$ cat config.mk
export PLATFORM = sky130hd
export DESIGN_NAME = alu_operand_sequencer
export DESIGN_NICKNAME = d
export VERILOG_FILES = /design/src/rtl/alu_operand_sequencer.sv
export SDC_FILE = /design/constraint.sdc
export NUM_CORES = 1
export LEC_CHECK = 0
export BUFFER_PORTS_ARGS = -buffer_cell sky130_fd_sc_hd__buf_2
export CAP_MARGIN = 10
export CORE_MARGIN = 3
export CORE_UTILIZATION = 49
export CTS_BUF_LIST = sky130_fd_sc_hd__clkbuf_4
export CTS_CLUSTER_SIZE = 28
export DETAILED_ROUTE_END_ITERATION = 10
export PLACE_DENSITY = 0.75
export RECOVER_POWER = 50
export REMOVE_ABC_BUFFERS = 1
export SYNTH_ARGS = -nofsm -noshare
export SYNTH_HDL_FRONTEND = slang
export SYNTH_SLANG_ARGS = --single-unit
$ cat constraint.sdc
create_clock -name clk -period 2.3 [get_ports clk]
set_clock_uncertainty 0.05 [all_clocks]
set_input_delay 0.23 -clock clk [delete_from_list [all_inputs] [get_ports clk]]
set_output_delay 0.23 -clock clk [all_outputs]
set_load 0.01 [all_outputs]
$ cat src/rtl/alu_operand_sequencer.sv
// rtl/alu_operand_sequencer.sv - operand/opcode vector source for logical_alu (single load or exhaustive sweep)
// Optional feature macro: ALU_SEQ_CIN_SWEEP_EN (c_in becomes part of the sweep index)
module alu_operand_sequencer #(
  parameter int WIDTH = 4,
  parameter int OP_W  = 3
) (
  input  logic                    clk,
  input  logic                    reset,
  input  logic                    start,
  input  logic                    mode,
  input  logic [WIDTH-1:0]        sw_a,
  input  logic [WIDTH-1:0]        sw_b,
  input  logic [OP_W-1:0]         sw_op,
  input  logic                    sw_cin,
  input  logic                    ready,
  output logic [WIDTH-1:0]        a,
  output logic [WIDTH-1:0]        b,
  output logic                    c_in,
  output logic [OP_W-1:0]         Op,
  output logic                    valid,
  output logic                    busy,
  output logic                    done,
  output logic [2*WIDTH+OP_W+1:0] count
);

  localparam int CNT_W = 2*WIDTH + OP_W + 2;
`ifdef ALU_SEQ_CIN_SWEEP_EN
  localparam int IDX_W = 2*WIDTH + OP_W + 1;
`else
  localparam int IDX_W = 2*WIDTH + OP_W;
`endif

  typedef enum logic [1:0] {
    S_IDLE  = 2'd0,
    S_LOAD  = 2'd1,
    S_ISSUE = 2'd2,
    S_FIN   = 2'd3
  } state_t;

  state_t             state_q, state_d;
  logic [WIDTH-1:0]   a_q, a_d;
  logic [WIDTH-1:0]   b_q, b_d;
  logic               cin_q, cin_d;
  logic [OP_W-1:0]    op_q, op_d;
  logic               valid_q, valid_d;
  logic               mode_q, mode_d;
  logic [CNT_W-1:0]   count_q, count_d;

  // The sweep index is the presented vector itself, so no separate counter is kept.
  logic [IDX_W-1:0]   idx_cur;
  logic [IDX_W-1:0]   idx_next;
  logic               idx_last;

  // View the current output registers as the sweep index and form its successor.
  always_comb begin
`ifdef ALU_SEQ_CIN_SWEEP_EN
    idx_cur = {a_q, b_q, cin_q, op_q};
`else
    idx_cur = {a_q, b_q, op_q};
`endif
    idx_next = idx_cur + {{(IDX_W-1){1'b0}}, 1'b1};
    idx_last = &idx_cur;
  end

  // Next-state, vector and counter logic for the IDLE -> LOAD -> ISSUE -> FIN sequence.
  always_comb begin
    state_d = state_q;
    a_d     = a_q;
    b_d     = b_q;
    cin_d   = cin_q;
    op_d    = op_q;
    valid_d = valid_q;
    mode_d  = mode_q;
    count_d = count_q;
    case (state_q)
      S_IDLE: begin
        if (start) begin
          mode_d  = mode;
          count_d = '0;
          state_d = S_LOAD;
          if (!mode) begin
            a_d   = sw_a;
            b_d   = sw_b;
            op_d  = sw_op;
            cin_d = sw_cin;
          end else begin
            a_d   = '0;
            b_d   = '0;
            op_d  = '0;
`ifdef ALU_SEQ_CIN_SWEEP_EN
            cin_d = 1'b0;
`else
            cin_d = sw_cin;
`endif
          end
        end
      end
      S_LOAD: begin
        valid_d = 1'b1;
        state_d = S_ISSUE;
      end
      S_ISSUE: begin
        if (valid_q && ready) begin
          count_d = (&count_q) ? count_q : count_q + {{(CNT_W-1){1'b0}}, 1'b1};
          if (!mode_q || idx_last) begin
            valid_d = 1'b0;
            state_d = S_FIN;
          end else begin
`ifdef ALU_SEQ_CIN_SWEEP_EN
            {a_d, b_d, cin_d, op_d} = idx_next;
`else
            {a_d, b_d, op_d} = idx_next;
`endif
          end
        end
      end
      default: begin
        state_d = S_IDLE;
      end
    endcase
  end

  // State and datapath registers; reset aborts any run without a done pulse.
  always_ff @(posedge clk) begin
    if (reset) begin
      state_q <= S_IDLE;
      a_q     <= '0;
      b_q     <= '0;
      cin_q   <= 1'b0;
      op_q    <= '0;
      valid_q <= 1'b0;
      mode_q  <= 1'b0;
      count_q <= '0;
    end else begin
      state_q <= state_d;
      a_q     <= a_d;
      b_q     <= b_d;
      cin_q   <= cin_d;
      op_q    <= op_d;
      valid_q <= valid_d;
      mode_q  <= mode_d;
      count_q <= count_d;
    end
  end

  assign a     = a_q;
  assign b     = b_q;
  assign c_in  = cin_q;
  assign Op    = op_q;
  assign valid = valid_q;
  assign count = count_q;
  assign busy  = (state_q != S_IDLE);
  assign done  = (state_q == S_FIN);

endmodule
==> flow_summary.yaml <==
grt:
  track_usage: 0.217
  overflow: 0
  global_route.usage.met3: 0.0547
  antenna_found_initial: 0
  grt_max_degree: 21
  grt_pass1_wl_mm: 7.38
  grtUsageMet2: 0.362
  first_global_vias: 1666
  grtUsageMet1: 0.270
  top_usage_layer: "met2"
cts:
  tritoncts: "built"
  cts-htree-levels: 2
  ctsHoldBuffers: 0
  cts_setup_buffers: 0
  clockBufferDepth: 2
  clkTransAtPathRegs_ps: 110
  cts_made_buffers: 5
  root_buffer: "clkbuf_4"
  clk_latency_ps: 340
  post_cts_resized: 0
  numClockSinks: 29
finish:
  num_antenna_cells: 0
  final_util: 0.646
  nets: 275
  synthToLayoutAreaGrowth_pct: 19.8
  drive_above_1_share: 0.194
detailed_routing:
  drtAntennaViolNets: 0
  vias_per_cell: 5.77
  drtIter0Drc: 92
  via_count: 1707
  routedWlPerCell_um: 14.5
  drc: 0
  routed_wirelength_mm: 4.28
  drtPass1Iterations: 4
synthesis:
  synthArstFlopShare: 0
  yosysMostFrequentCell: "dfxtp_1"
  ys_seq_elements: 29
  yosysWarnings: 0
  synth_area_um2: 1730
  synthCells: 202
  synthTopCellsByCount: "dfxtp_1 (29), a21oi_1 (18), nand2_1 (18)"
  synthFlopType: "dfxtp_1"
  synthTopCellsByArea: "dfxtp_1 (34%), a21oi_1 (5.2%), ha_1 (5.1%)"
  synth.top_cell.area_share: 0.336
  synth_area_per_cell_um2: 8.56
  synth_cell_types: 54
  synth_edf_count: 0
  yosysSeqAreaShare: 0.336
  synth.largest_area_cell: "dfxtp_1"
timing:
  tightest_slew_ps: 409
  relSlewSlack: 0.726
  fin_setup_tns_ps: 0
  grt_setup_unrepaired: "false"
  max_freq_mhz: 490
  hold_ws_ps: 97.4
  finalCritPeriodShare: 0.887
  setup_violations: 0
  hold_viol_final: 0
  slew_violations: 0
  period_minus_slack_ps: 2040
setup_path:
  cp-start-kind: "flip-flop"
  crit_fanout: 7
  worst-setup-path-type: "flip-flop to flip-flop"
  worstPathRequired_ps: 2500
  endpoint_kind: "flip-flop"
  cp.arrival_ps: 2240
  ff2ff_setup_slack_ps: 260
pwr:
  ir_worst_vdd_v: 0.000781
  leakage_nw: 0.790
  power_density_nw_per_um2: 1130
placement:
  numPortBuffers: 44
  hpwl_mm: 3.10
  gp_congestion: 0.836
floorplan:
  rows: 20
  die_h_um: 65.4
  io_pins: 45
  die-area_um2: 4280
  die_x_um: 65.4
  start_util: 0.540
  coreArea_um2: 3200
status:
  status: "complete, no violations"
min_path:
  hold_path.class: "input pin to flip-flop"
flow_run:
  cap_violations: 0
where the power goes:
group	switching, W	total [W]	internal, W
Combinational	0.000670	0.00109	0.000416
Clock	0.000190	0.000527	0.000337
Sequential	0.000123	0.000719	0.000596
Total	0.000984	0.00233	0.00135
per-stage QoR:
step           instance area [um2]  instances  total power [W]  worst slack (ps)
3_3_place_gp                  2000        288          0.00181               310
4_1_cts                       2100        296          0.00235               261
3_5_place_dp                  2000        288          0.00182               268
2_1_floorplan                 1680        194          0.00148              -212
5_1_grt                       2070        296          0.00251               117
6_report                      2070        296          0.00233               260
placed cells by master (no fill, tap or decap), types with 4 or more instances in the layout:
master    Yosys  layout
ha_1          7       7
dfxtp_1      29      29
clkbuf_4      0       5
nor3_1        8       8
a22oi_1       9       9
o21ai_0       4       4
o21ai_1       9       9
a21oi_1      18      18
inv_1         6       6
buf_4         1       6
nand3_1      15      15
nor2_1       12      12
clkbuf_1      5      26
buf_2         0      18
nand2_1      18      18
worst max-delay path, cell delays in order (launching register included):
cell     delay, ps
dfxtp_1        370
inv_1           80
ha_1           280
nor2b_4        180
a211o_1        310
a41oi_2        370
o21ai_2        100
a31o_1         220
flip-flops by register name (all words and copies together) (netlist names):
name / cells
Op: 3
mode_q: 1
valid: 1
c_in: 1
a: 4
count: 13
state_q: 2
b: 4
area by class of cell:
type,count,area [um2]
fillers,320,1130
multi-input cells,158,1070
inverters,7,28.8
clock buffers,5,37.5
well taps,44,55.1
repair buffers,50,233
clock inverters,3,65.1
flip-flops and latches,29,581
final timing paths:
| path | startpoint | to | cells after the start |
|---|---|---|---|
| max | state_q[0] | count[2] | 7 |
| min | sw_cin | c_in | 3 |
| max reg2reg | state_q[0] | count[2] | 7 |
| min reg2reg | c_in | c_in | 2 |
routing by layer:
layer	routed length (um)	vias up	share of wire
li1	-	860	-
met1	1910	791	0.45
met2	2090	52	0.49
met3	248	4	0.058
met4	34	0	0.0079
met5	0	-	0
cells by family (layout without fill, tap and decap cells):
family / count (synthesis) / count (layout) / share of synthesized area
AOI/OAI and AO/OA: 68 / 68 / 0.291
xor gates and xnor gates: 6 / 6 / 0.0304
adders and majority gates: 7 / 7 / 0.0506
buffers and inverters: 15 / 65 / 0.0449
DFF: 29 / 29 / 0.336
muxes: 2 / 2 / 0.0123
and+or+nand+nor: 75 / 75 / 0.235
No activity file was read; power rests on OpenSTA's default activity.
